File: config.mk
export PLATFORM = sky130hd
export DESIGN_NAME = frac_baud_generator_flat
export DESIGN_NICKNAME = d
export VERILOG_FILES = /design/src/rtl/frac_baud_generator_if.sv /design/src/rtl/frac_baud_generator.sv /design/src/flat_wrapper.sv
export SDC_FILE = /design/constraint.sdc
export NUM_CORES = 1
export LEC_CHECK = 0
export CORE_MARGIN = 8
export CORE_UTILIZATION = 58
export CTS_CLUSTER_DIAMETER = 120
export DETAILED_ROUTE_END_ITERATION = 8
export GPL_TIMING_DRIVEN = 0
export PLACE_DENSITY = 0.78
export SLEW_MARGIN = 20
export SYNTH_ARGS = -nofsm -noshare
export SYNTH_HDL_FRONTEND = slang
export SYNTH_SLANG_ARGS = --single-unit
File: constraint.sdc
create_clock -name clk_50mhz -period 3.7 [get_ports clk_50mhz]
set_input_delay 0.555 -clock clk_50mhz [delete_from_list [all_inputs] [get_ports clk_50mhz]]
set_output_delay 0.555 -clock clk_50mhz [all_outputs]
set_load 0.1 [all_outputs]
File: src/rtl/frac_baud_generator_if.sv
// Divisor configuration channel between the UART register block (master)
// and the fractional baud generator (slave).
interface frac_baud_generator_if #(
  parameter int DIV_INT_WIDTH  = 16,
  parameter int DIV_FRAC_WIDTH = 4
);

  logic                      cfg_valid;
  logic [DIV_INT_WIDTH-1:0]  cfg_div_int;
  logic [DIV_FRAC_WIDTH-1:0] cfg_div_frac;
  logic                      cfg_ready;
  logic                      cfg_error;

  modport master (
    output cfg_valid,
    output cfg_div_int,
    output cfg_div_frac,
    input  cfg_ready,
    input  cfg_error
  );

  modport slave (
    input  cfg_valid,
    input  cfg_div_int,
    input  cfg_div_frac,
    output cfg_ready,
    output cfg_error
  );

endinterface

File: src/rtl/frac_baud_generator.sv
// Fractional baud generator: an rx oversampling strobe every div_int or
// div_int+1 cycles (fraction spread by an accumulator) and a tx strobe on
// every OVERSAMPLE-th rx strobe. The divisor is reprogrammed through a
// valid/ready channel and swapped in only at a safe point.
module frac_baud_generator #(
  parameter int DIV_INT_WIDTH    = 16,
  parameter int DIV_FRAC_WIDTH   = 4,
  parameter int OVERSAMPLE       = 16,
  parameter int DEFAULT_DIV_INT  = 27,
  parameter int DEFAULT_DIV_FRAC = 2
) (
  input  logic                 clk_50mhz,
  input  logic                 reset,
  input  logic                 enable,
  input  logic                 rx_sync,
  frac_baud_generator_if.slave cfg,
  output logic                 rx_clock_enable,
  output logic                 tx_clock_enable
);

  localparam int IW   = DIV_INT_WIDTH;
  localparam int FW   = DIV_FRAC_WIDTH;
  localparam int OS_W = $clog2(OVERSAMPLE);

  logic [IW-1:0]   div_int_reg, pend_int_reg, cnt_reg;
  logic [FW-1:0]   div_frac_reg, pend_frac_reg, acc_reg;
  logic            long_reg, pend_reg;
  logic [OS_W-1:0] os_cnt_reg;
  logic            rx_stb_reg, tx_stb_reg;
  logic            cfg_ready_reg, cfg_error_reg;

  logic [IW:0]     period_last;
  logic [FW:0]     acc_sum;
  logic            wrap, os_last, tx_edge, apply, accept, cfg_ok;

  // Last count of the current period, one bit wider so a 2^IW-cycle period fits.
  assign period_last = {1'b0, div_int_reg} + {{IW{1'b0}}, long_reg} - {{IW{1'b0}}, 1'b1};
  assign acc_sum     = {1'b0, acc_reg} + {1'b0, div_frac_reg};
  // A resync edge never produces a strobe, so it masks the wrap.
  assign wrap        = enable && !rx_sync && ({1'b0, cnt_reg} == period_last);
  assign os_last     = (os_cnt_reg == OS_W'(OVERSAMPLE - 1));
  assign tx_edge     = wrap && os_last;
  // Swap the divisor only where a phase restart is harmless.
  assign apply       = pend_reg && (tx_edge || !enable || rx_sync);
  assign accept      = cfg.cfg_valid && cfg_ready_reg;
  assign cfg_ok      = (cfg.cfg_div_int >= IW'(2));

  // Period counter, fractional accumulator, oversample counter and divisor swap.
  always_ff @(posedge clk_50mhz or posedge reset) begin
    if (reset) begin
      div_int_reg  <= IW'(DEFAULT_DIV_INT);
      div_frac_reg <= FW'(DEFAULT_DIV_FRAC);
      cnt_reg      <= '0;
      acc_reg      <= '0;
      long_reg     <= 1'b0;
      os_cnt_reg   <= '0;
    end else begin
      if (rx_sync) begin
        cnt_reg    <= '0;
        os_cnt_reg <= '0;
      end else if (enable) begin
        if (wrap) begin
          cnt_reg    <= '0;
          acc_reg    <= acc_sum[FW-1:0];
          long_reg   <= acc_sum[FW];
          os_cnt_reg <= os_last ? '0 : os_cnt_reg + 1'b1;
        end else begin
          cnt_reg <= cnt_reg + 1'b1;
        end
      end
      if (apply) begin
        div_int_reg  <= pend_int_reg;
        div_frac_reg <= pend_frac_reg;
        cnt_reg      <= '0;
        acc_reg      <= '0;
        long_reg     <= 1'b0;
        os_cnt_reg   <= '0;
      end
    end
  end

  // Registered strobes; both are zero while held or on a resync edge.
  always_ff @(posedge clk_50mhz or posedge reset) begin
    if (reset) begin
      rx_stb_reg <= 1'b0;
      tx_stb_reg <= 1'b0;
    end else begin
      rx_stb_reg <= wrap;
      tx_stb_reg <= tx_edge;
    end
  end

  // Configuration handshake: latch a legal divisor as pending, flag illegal ones.
  always_ff @(posedge clk_50mhz or posedge reset) begin
    if (reset) begin
      pend_reg      <= 1'b0;
      pend_int_reg  <= '0;
      pend_frac_reg <= '0;
      cfg_ready_reg <= 1'b1;
      cfg_error_reg <= 1'b0;
    end else begin
      cfg_error_reg <= accept && !cfg_ok;
      if (accept && cfg_ok) begin
        pend_reg      <= 1'b1;
        pend_int_reg  <= cfg.cfg_div_int;
        pend_frac_reg <= cfg.cfg_div_frac;
        cfg_ready_reg <= 1'b0;
      end else if (apply) begin
        pend_reg      <= 1'b0;
        cfg_ready_reg <= 1'b1;
      end
    end
  end

  assign rx_clock_enable = rx_stb_reg;
  assign tx_clock_enable = tx_stb_reg;
  assign cfg.cfg_ready   = cfg_ready_reg;
  assign cfg.cfg_error   = cfg_error_reg;

endmodule

File: src/flat_wrapper.sv
// flat-port wrapper written by rule: the top's interface ports become plain ports
module frac_baud_generator_flat 
#(
  parameter int DIV_INT_WIDTH    = 16,
  parameter int DIV_FRAC_WIDTH   = 4,
  parameter int OVERSAMPLE       = 16,
  parameter int DEFAULT_DIV_INT  = 27,
  parameter int DEFAULT_DIV_FRAC = 2
)
  (clk_50mhz, reset, enable, rx_sync, rx_clock_enable, tx_clock_enable, cfg_cfg_valid, cfg_cfg_div_int, cfg_cfg_div_frac, cfg_cfg_ready, cfg_cfg_error);
  frac_baud_generator_if #(.DIV_INT_WIDTH(DIV_INT_WIDTH), .DIV_FRAC_WIDTH(DIV_FRAC_WIDTH)) cfg_i ();
  input  logic clk_50mhz;
  input  logic reset;
  input  logic enable;
  input  logic rx_sync;
  output logic rx_clock_enable;
  output logic tx_clock_enable;
  input wire logic [$bits(cfg_i.cfg_valid)-1:0] cfg_cfg_valid;
  input wire logic [$bits(cfg_i.cfg_div_int)-1:0] cfg_cfg_div_int;
  input wire logic [$bits(cfg_i.cfg_div_frac)-1:0] cfg_cfg_div_frac;
  output wire logic [$bits(cfg_i.cfg_ready)-1:0] cfg_cfg_ready;
  output wire logic [$bits(cfg_i.cfg_error)-1:0] cfg_cfg_error;
  assign cfg_i.cfg_valid = cfg_cfg_valid;
  assign cfg_i.cfg_div_int = cfg_cfg_div_int;
  assign cfg_i.cfg_div_frac = cfg_cfg_div_frac;
  assign cfg_cfg_ready = cfg_i.cfg_ready;
  assign cfg_cfg_error = cfg_i.cfg_error;
  frac_baud_generator #(.DIV_INT_WIDTH(DIV_INT_WIDTH), .DIV_FRAC_WIDTH(DIV_FRAC_WIDTH), .OVERSAMPLE(OVERSAMPLE), .DEFAULT_DIV_INT(DEFAULT_DIV_INT), .DEFAULT_DIV_FRAC(DEFAULT_DIV_FRAC)) u_core (.clk_50mhz(clk_50mhz), .reset(reset), .enable(enable), .rx_sync(rx_sync), .cfg(cfg_i), .rx_clock_enable(rx_clock_enable), .tx_clock_enable(tx_clock_enable));
endmodule
==> reports/metrics.cfg, run 1 <==
[global_route]
track_usage = 0.184
grt_max_degree = 38
grt_pass1_wl_um = 13200
grt_pass1_vias = 2781
overflow = 0
antenna_found_initial = 0

[timing]
tightest_slew_ps = 973
layout_setup_ws_ps = 329
tns_ps = 0
setup_violations = 0
drv_slew = 0
rsz0062_at_grt = false
final.min_clock_period_ps = 3370
fmax_mhz = 297
fin_skew_ps = 12.1
fin_crit_sh = 0.911
relSlewSlack = 0.350
final-hold-violation-count = 0

[die]
placementRows = 29
core_sq_um = 6280
die_w_um = 96.1
num_io_pins = 29
initial_utilization = 0.592
dieArea_sq_um = 9230
fp.dieH_um = 96.1

[status]
status = completed

[power_and_ir_drop]
power_frac_seq = 0.434
power_density_nw_per_um2 = 679
combPwrFrac = 0.331
switching_share = 0.334
p_clk_frac = 0.235
internal_power_mw = 1.96
vdd_drop_max_mv = 0.612
power_mw = 2.95
total_leakage_power_nw = 1.89
switchingPower_mw = 0.985

[setup_path]
crit_path_max_incr_delay_ps = 550
cp.arrival_ps = 3600
crit_required_ps = 3930
crit_top_cell = ha_1
cp_top_family = simple AND/OR/NAND/NOR gates
cp_max_fo = 10
crit_path_end_kind = register
path_buf_inv = 2
start_kind = register
crit_slowest_cell = dfstp_2
setup.worst_path.class = register to register
path_cells = inv_1, ha_1, ha_1, xnor2_1, a2111oi_0, nand3_1, nor4_1, and4_4, o21ai_4, buf_6, mux2_4

[run]
maxCapViolCount = 0

[clock_network]
cts_tree = done
clk_latency_ps = 340
cts.htree.levels = 3
numCtsBuffers = 9
clk_path_buf_depth = 2
hold_buffers = 0
cts.sinks = 70
cts-root-buf = clkbuf_8
path_clk_slew_ps = 80

[place]
gp_congestion = 0.861
io_buffers = 28
dp_hpwl_um = 5550
dp_slack_ps = 253

[finish]
final_layout_size_suffix_gt1_frac = 0.188
final_core_util = 0.692
antennaDiodeCount = 0
area_growth_pct = 16.8
final_net_count = 401

[synth]
synth.distinct_cells = 55
yosysSeqAreaShare = 0.473
ys_top_cells_by_area = dfrtp_1 (43%), mux2_2 (6.4%), mux2_4 (5.7%)
syn_area_sq_um = 3720
synth_common_cells = dfrtp_1 (64), nand2_1 (23), nor2_1 (23)
yosys_warnings = 0
synth_cells = 327
synth_nets = 361
synth_most_common_cell = dfrtp_1
synth-edff-count = 0
syn_area_per_cell_sq_um = 11.4
ys_ff_latch = 70
async_flop_share = 1.00
synth_top_area_share = 0.431
synth_ff_type = dfrtp_1
synth_top_cell_by_area = dfrtp_1

[routing]
wl_per_cell_um = 16.6
wl_um = 7460
drc_errors = 0
vias_per_cell = 5.79
drt_iter0_drc = 68
vias = 2598
antenna_left = 0
first_pass_iters = 5

[worst_hold_path]
hp-class = register to register

## cell families (layout without fill, tap and decap cells)
logic type,Yosys count,count (layout),synth area share
AND/OR/NAND/NOR,112,112,0.166
flip-flops,70,70,0.473
multiplexers,43,43,0.144
AO/OA/AOI/OAI,39,39,0.0761
XOR/XNOR,36,36,0.0848
buffers and inverters,18,63,0.0236
adder cells (fa/ha/maj),9,9,0.0323
## stage by stage
stage                     hold WS [ps]  area [sq um]  std cells
after global routing               516          4340        449
after detailed placement           469          4120        433
after floorplan                    454          3720        327
final                              485          4340        449
after global placement             464          4090        432
after CTS                          488          4340        449
## tightest hold or removal path: cells and delay by family (launching register included)
family / cells / cell delay (ps)
AO/OA/AOI/OAI: 1 / 50
buffers and inverters: 1 / 50
flip-flops: 1 / 380
## per-layer routing
metal,global-route usage,wire [um],part of all wire,up-vias
met4,0.0781,99,0.013,0
met1,0.231,3510,0.47,1281
met3,0.0406,284,0.038,10
met2,0.299,3560,0.48,48
met5,0,0,0,-
li1,-,-,-,1259
## cell type report
cell class                 instances  area [sq um]
buffer                             9          53.8
clock buffer                      11           141
clock inverter                     5          83.8
fill                             462          1930
inverter                           9          36.3
multi-input combinational        239          1870
sequential                        70          1760
tap                               77          96.3
timing repair buffer              29           300
## what timing repair did
item                                    4_1_cts  5_1_grt
resized for setup                             0        1
endpoints found under the setup margin        0        4
setup buffers                                 0        0
## worst paths after layout
path | start | end | slack, ps | cells after the start
max in group asynchronous | reset | u_core.div_frac_reg[1] | 2570 | 3
setup reg to reg | u_core.div_int_reg[0] | u_core.div_int_reg[14] | 330 | 11
setup / recovery | u_core.div_int_reg[0] | u_core.div_int_reg[14] | 330 | 11
min in group asynchronous | reset | u_core.div_int_reg[14] | 560 | 2
hold / removal | u_core.cfg.cfg_ready | u_core.cfg.cfg_ready | 480 | 2
hold reg to reg | u_core.cfg.cfg_ready | u_core.cfg.cfg_ready | 480 | 2
## power groups by stage
| stage | clock, mW | sequential [mW] | combinational [mW] |
|---|---|---|---|
| after global routing | 0.737 | 1.32 | 1.08 |
| final | 0.692 | 1.28 | 0.977 |
| after global placement | 0 | 1.28 | 0.941 |
| after detailed placement | 0 | 1.29 | 0.974 |
| after floorplan | 0 | 1.25 | 0.770 |
| after CTS | 0.703 | 1.28 | 0.984 |
## placed cells by master (no fill, tap or decap), types with 7 or more instances in the layout
cell             Yosys  routed
clkbuf_8             0      10
a21oi_1              8       8
xnor2_1             14      14
mux2_4              14      14
nand3_1             16      16
inv_1                9       8
nand2_1             23      23
mux2_2              21      21
dfrtp_1             64      64
xor2_1              22      22
nand4_1              8       8
clkdlybuf4s50_1      0      28
nor2_1              23      23
ha_1                 8       8
nor3_1               7       7
Note: power is estimated with default switching activity, not from simulation.
==> run 2: changes to the inputs <==
--- a/config.mk
+++ b/config.mk
@@ -11,7 +11,7 @@
 export DETAILED_ROUTE_END_ITERATION = 8
 export GPL_TIMING_DRIVEN = 0
 export PLACE_DENSITY = 0.78
-export SLEW_MARGIN = 20
+export SLEW_MARGIN = 10
 export SYNTH_ARGS = -nofsm -noshare
 export SYNTH_HDL_FRONTEND = slang
 export SYNTH_SLANG_ARGS = --single-unit
==> results of run 2 <==
Same layout as run 1: the final DEF is identical, and so are final timing and power.
